File: src/rtl/lift_floor_ctrl.sv
// rtl/lift_floor_ctrl.sv - SCAN-policy lift floor controller with travel and door timers
// Optional emergency stop: define LIFT_ESTOP_EN to add the estop input and HALT state.
module lift_floor_ctrl #(
  parameter int N_FLOORS      = 4,
  parameter int TRAVEL_CYCLES = 4,
  parameter int DOOR_CYCLES   = 3
) (
  input  logic                        clk,
  input  logic                        rst_n,
  input  logic [N_FLOORS-1:0]         req_pulse,
`ifdef LIFT_ESTOP_EN
  input  logic                        estop,
`endif
  output logic [$clog2(N_FLOORS)-1:0] cur_floor,
  output logic [N_FLOORS-1:0]         pending,
  output logic                        motor_up,
  output logic                        motor_dn,
  output logic                        door_open,
  output logic                        dir_up
);

  localparam int FW = $clog2(N_FLOORS);
  localparam int TW = (TRAVEL_CYCLES > 1) ? $clog2(TRAVEL_CYCLES) : 1;
  localparam int DW = (DOOR_CYCLES > 1) ? $clog2(DOOR_CYCLES) : 1;
  localparam logic [TW-1:0] TRAVEL_LAST = TW'(TRAVEL_CYCLES - 1);
  localparam logic [DW-1:0] DOOR_LAST   = DW'(DOOR_CYCLES - 1);

`ifdef LIFT_ESTOP_EN
  typedef enum logic [2:0] {S_IDLE, S_MOVE_UP, S_MOVE_DN, S_DOOR, S_HALT} state_t;
`else
  typedef enum logic [1:0] {S_IDLE, S_MOVE_UP, S_MOVE_DN, S_DOOR} state_t;
`endif

  state_t              state_q, state_d;
  logic [FW-1:0]       cur_floor_q, cur_floor_d;
  logic [N_FLOORS-1:0] pending_q, pending_d;
  logic [TW-1:0]       travel_q, travel_d;
  logic [DW-1:0]       door_q, door_d;
  logic                dir_up_q, dir_up_d;
  logic                motor_up_q, motor_up_d;
  logic                motor_dn_q, motor_dn_d;
  logic                door_open_q, door_open_d;

  logic [N_FLOORS-1:0] cur_onehot, next_onehot, above_mask, below_mask;
  logic [N_FLOORS-1:0] set_mask, clr_mask;
  logic [FW-1:0]       next_floor;
  logic                above, below, hit_cur, arrive_hit;

  always_comb begin
    above_mask = '0;
    below_mask = '0;
    for (int i = 0; i < N_FLOORS; i++) begin
      above_mask[i] = (FW'(i) > cur_floor_q);
      below_mask[i] = (FW'(i) < cur_floor_q);
    end
  end

  // next_floor is only meaningful in a MOVE state, where it is always in range
  assign next_floor  = (state_q == S_MOVE_UP) ? cur_floor_q + FW'(1) : cur_floor_q - FW'(1);
  assign cur_onehot  = N_FLOORS'(1) << cur_floor_q;
  assign next_onehot = N_FLOORS'(1) << next_floor;
  assign above       = |(pending_q & above_mask);
  assign below       = |(pending_q & below_mask);
  assign hit_cur     = |(req_pulse & cur_onehot);
  assign arrive_hit  = |(pending_q & next_onehot);

  always_comb begin
    state_d     = state_q;
    cur_floor_d = cur_floor_q;
    travel_d    = travel_q;
    door_d      = door_q;
    dir_up_d    = dir_up_q;
    clr_mask    = '0;
    set_mask    = req_pulse;

    // A call for the floor the car is standing at is served by the door, never latched
    if (state_q == S_IDLE || state_q == S_DOOR) begin
      set_mask = req_pulse & ~cur_onehot;
    end
`ifdef LIFT_ESTOP_EN
    if (state_q == S_HALT) begin
      set_mask = '0;
    end
`endif

    case (state_q)
      S_IDLE: begin
        if (hit_cur) begin
          state_d = S_DOOR;
          door_d  = '0;
        end else if (above && (dir_up_q || !below)) begin
          state_d  = S_MOVE_UP;
          dir_up_d = 1'b1;
          travel_d = '0;
        end else if (below) begin
          state_d  = S_MOVE_DN;
          dir_up_d = 1'b0;
          travel_d = '0;
        end
      end
      S_MOVE_UP, S_MOVE_DN: begin
        if (travel_q == TRAVEL_LAST) begin
          travel_d    = '0;
          cur_floor_d = next_floor;
          if (arrive_hit) begin
            clr_mask = next_onehot;
            state_d  = S_DOOR;
            door_d   = '0;
          end
        end else begin
          travel_d = travel_q + TW'(1);
        end
      end
      S_DOOR: begin
        if (hit_cur) begin
          door_d = '0;
        end else if (door_q == DOOR_LAST) begin
          state_d = S_IDLE;
          door_d  = '0;
        end else begin
          door_d = door_q + DW'(1);
        end
      end
`ifdef LIFT_ESTOP_EN
      S_HALT: begin
        state_d = S_IDLE;
      end
`endif
      default: begin
        state_d = S_IDLE;
      end
    endcase

    pending_d = (pending_q | set_mask) & ~clr_mask;

`ifdef LIFT_ESTOP_EN
    // Emergency stop overrides everything; partial travel is simply forgotten
    if (estop) begin
      state_d     = S_HALT;
      pending_d   = '0;
      travel_d    = '0;
      door_d      = '0;
      cur_floor_d = cur_floor_q;
      dir_up_d    = dir_up_q;
    end
`endif

    motor_up_d  = (state_d == S_MOVE_UP);
    motor_dn_d  = (state_d == S_MOVE_DN);
    door_open_d = (state_d == S_DOOR);
  end

  always_ff @(posedge clk) begin
    if (!rst_n) begin
      state_q     <= S_IDLE;
      cur_floor_q <= '0;
      pending_q   <= '0;
      travel_q    <= '0;
      door_q      <= '0;
      dir_up_q    <= 1'b1;
      motor_up_q  <= 1'b0;
      motor_dn_q  <= 1'b0;
      door_open_q <= 1'b0;
    end else begin
      state_q     <= state_d;
      cur_floor_q <= cur_floor_d;
      pending_q   <= pending_d;
      travel_q    <= travel_d;
      door_q      <= door_d;
      dir_up_q    <= dir_up_d;
      motor_up_q  <= motor_up_d;
      motor_dn_q  <= motor_dn_d;
      door_open_q <= door_open_d;
    end
  end

  assign cur_floor = cur_floor_q;
  assign pending   = pending_q;
  assign motor_up  = motor_up_q;
  assign motor_dn  = motor_dn_q;
  assign door_open = door_open_q;
  assign dir_up    = dir_up_q;

endmodule
File: config.mk
export PLATFORM = sky130hd
export DESIGN_NAME = lift_floor_ctrl
export DESIGN_NICKNAME = d
export VERILOG_FILES = /design/src/rtl/lift_floor_ctrl.sv
export SDC_FILE = /design/constraint.sdc
export NUM_CORES = 1
export LEC_CHECK = 0
export BUFFER_PORTS_ARGS = -buffer_cell sky130_fd_sc_hd__buf_2
export CAP_MARGIN = 20
export CORE_MARGIN = 2
export CORE_UTILIZATION = 35
export DETAILED_ROUTE_END_ITERATION = 12
export SLEW_MARGIN = 40
export SYNTH_ARGS = -nofsm -noshare
export SYNTH_HDL_FRONTEND = slang
export SYNTH_SLANG_ARGS = --single-unit
export TNS_END_PERCENT = 10
File: constraint.sdc
create_clock -name clk -period 2.8 [get_ports clk]
set_input_delay 0.14 -clock clk [delete_from_list [all_inputs] [get_ports clk]]
set_output_delay 0.14 -clock clk [all_outputs]
set_load 0.02 [all_outputs]
==> impl_metrics.csv <==
group,metric,value,unit
synth,synth_area_leaders,"dfxtp_1 (33%), ha_1 (13%), a21boi_0 (5.5%)",
floorplanning,ios,16,
floorplanning,fp.dieH,56.4,um
setup_path,endpoint_kind,"flip-flop",
synth,synth-compound-area-share,20.7,%
timing,slew_headroom,51.6,%
synth,yosys-top-cells-count,"dfxtp_1 (16), nand2_1 (12), ha_1 (10)",
hold_path,hold_depth,2,
clock_tree,cts_tree,"built",
power,swShare,38.6,%
setup_path,reg2reg_slack,0.23,ns
final_layout,drive_gt1_share,21.1,%
place,place_hpwl,1.62,mm
place,portBuffers,15,
power,power_frac_seq,36.2,%
setup_path,reg2reg_depth,7,
setup_path,timing.rr.start,"cur_floor[1]",
power,p_int,0.522,mW
power,p_sw,0.329,mW
synth,synth_top_cell_by_area,"dfxtp_1",
synth,synth_seq_area_share,33.3,%
synth,synth_top_family_by_area,"compound AO/OA/AOI/OAI gates",
timing,finalHoldViolations,0,
synth,ys_ff_latch,16,
timing,rsz0062_at_grt,"no",
drt,dr.pass1.iters,6,
floorplanning,dieArea,3180,um2
clock_tree,cts_resized,0,
grt,use_met3,4.84,%
synth,netlist_area,961,um2
outcome,status,"finished clean",
synth,synth_flop_cell,"dfxtp_1",
timing,tightest_slew,0.726,ns
drt,final_antenna_net_count,0,
floorplanning,die_w,56.4,um
grt,gr-usage-met1,17.1,%
grt,grt_max_degree,20,
hold_path,worstHoldStart,"rst_n",
clock_tree,ctsHoldBuffers,0,
final_layout,finish.instance_area,1110,um2
setup_path,slowest_stage,"mux4_2",
setup_path,cp-start-kind,"flip-flop",
drt,avgRoutedWirePerCell,13.8,um
final_layout,diodes,0,
grt,grt_pass1_wl,3.59,mm
clock_tree,clk_pin_slew,0.09,ns
clock_tree,cts_max_level,1,
setup_path,cp_max_fo,7,
drt,vias,858,
timing,final_max_slew_viol_count,0,
clock_tree,clock_path_buffers,2,
synth,synth_simple_gate_area_share,19.3,%
setup_path,crit_chain,"inv_1, ha_1, xnor2_2, mux4_2, a221o_1, o31a_1, and3b_2",
synth,synthArstFlopShare,0,%
synth,syn_area_per_cell,9.07,um2
place,place.gp.congestion,0.921,
synth,yosys.area.top_type_share,33.3,%
grt,grt.overflow.total,0,
floorplanning,coreArea,2540,um2
grt,grt_use_total,14.6,%
place,postPlaceCellArea,1070,um2
final_layout,final_nets,140,
clock_tree,cts_buffers,3,
synth,ys_warn_count,0,
synth,yosysMostFrequentCell,"dfxtp_1",
hold_path,min_to,"dir_up",
timing,max_clock_freq,389,MHz
job,cap_viol_max_count,0,
synth,synth_fp_nets,122,
grt,grt_pass1_vias,811,
setup_path,worst-setup-path-type,"flip-flop to flip-flop",
drt,remaining_drc_errors,0,
power,power_density,770,nW/um2
drt,first_iter_violations,29,
timing,finalCriticalPeriod,2.57,ns
hold_path,hold_path_class,"input pin to flip-flop",
timing,tns,0,ns
floorplanning,start_util,37.8,%
power,irDropWorstVdd,0.000441,V
power,leakagePower,0.488,nW
grt,busiest_layer,"met2",
place,dp_cells,149,
clock_tree,cts_setup_buffers,0,
grt,gr-usage-met2,24.4,%
drt,via_per_inst,5.61,
synth,synth_xor_area_share,2.60,%
synth,synth_cell_type_count,32,
clock_tree,clk_latency,0.30,ns
synth,synthAdderAreaFrac,13.0,%
power,p_comb_share,45.5,%
final_layout,area_growth,15.1,%
drt,wirelength,2.11,mm
setup_path,r2r_end,"motor_up",
timing,setup_viol,0,
timing,clock_skew,0.00213,ns
timing,period_share,91.9,%
synth,synth_mux_area_share,7.55,%
synth,synth_edf_count,0,
clock_tree,cts_root_buf,"clkbuf_4",
grt,antenna_found_initial,0,
floorplanning,placement_rows,18,
setup_path,critPathArrivalTime,2.77,ns
setup_path,crit_required,3.00,ns
setup_path,slowest_delay,0.58,ns
final_layout,finalNonFillerCells,153,
power,clockPowerShare,18.4,%
synth,netlist_instances,106,
clock_tree,clock_sinks,16,
## stage by stage
step           power, mW  hold WS, ns  util [%]  setup WS, ns
2_1_floorplan      0.609        0.442         -         0.215
3_3_place_gp       0.690        0.454      42.0         0.385
3_5_place_dp       0.699        0.466      42.0         0.253
4_1_cts            0.858        0.181      43.5         0.237
5_1_grt            0.919        0.201      43.5         0.122
6_report           0.851        0.189      43.5         0.227
## how the worst max path moves through the flow
stage,start,cells past startpoint,end
after floorplan,cur_floor[0],7,motor_up
after global placement,cur_floor[1],7,motor_up
after detailed placement,cur_floor[1],7,motor_up
after CTS,cur_floor[1],7,motor_up
after global routing,cur_floor[1],7,motor_up
final,cur_floor[1],7,motor_up
## area by class of cell
type / instances / area (um2)
timing repair buffer: 16 / 82.6
sequential: 16 / 320
inverter: 6 / 22.5
fill: 251 / 1440
clock buffer: 4 / 36.3
tap: 30 / 37.5
multi-input combinational: 81 / 607
## critical path, delay by kind of cell, from the launching register on
kind                       cells  cell delay (ns)
adders and majority gates      1             0.36
and+or+nand+nor                1             0.20
muxes                          1             0.58
DFF                            1             0.45
xor gates and xnor gates       1             0.29
buffers and inverters          1             0.14
AOI/OAI and AO/OA              2             0.46
## per-layer routing
metal / vias up / wire length [um]
met2: 21 / 1030
met4: 0 / 32
met1: 406 / 959
met3: 5 / 82
met5: - / 0
li1: 426 / -
## flip-flops by register name (all words and copies together) (netlist names)
| signal | count |
|---|---|
| travel_q | 2 |
| state_q | 2 |
| pending | 4 |
| motor_dn | 1 |
| motor_up | 1 |
| dir_up | 1 |
| door_open | 1 |
| door_q | 2 |
| cur_floor | 2 |
## power groups by stage
stage / clock network, mW / registers (mW) / logic, mW
final: 0.156 / 0.308 / 0.387
after global routing: 0.174 / 0.315 / 0.429
after CTS: 0.163 / 0.308 / 0.388
after detailed placement: 0 / 0.313 / 0.386
after global placement: 0 / 0.313 / 0.377
after floorplan: 0 / 0.338 / 0.270
## cells in the final DEF, fill, tap and decap left out, types with 4 or more instances in the layout
cell / count
dfxtp_1: 16
buf_2: 15
nand2_1: 12
ha_1: 10
nor2_1: 8
a21boi_0: 7
inv_1: 6
mux2i_1: 5
o21ai_0: 5
a41oi_1: 4
## kinds of logic (layout without fill, tap and decap cells)
| logic type | count (synthesis) | count (layout) |
|---|---|---|
| flip-flops | 16 | 16 |
| adder cells (fa/ha/maj) | 10 | 10 |
| AO/OA/AOI/OAI | 27 | 27 |
| buffers and inverters | 9 | 26 |
| multiplexers | 6 | 6 |
| XOR/XNOR | 2 | 2 |
| AND/OR/NAND/NOR | 36 | 36 |
(Power assumes the default switching activity.)
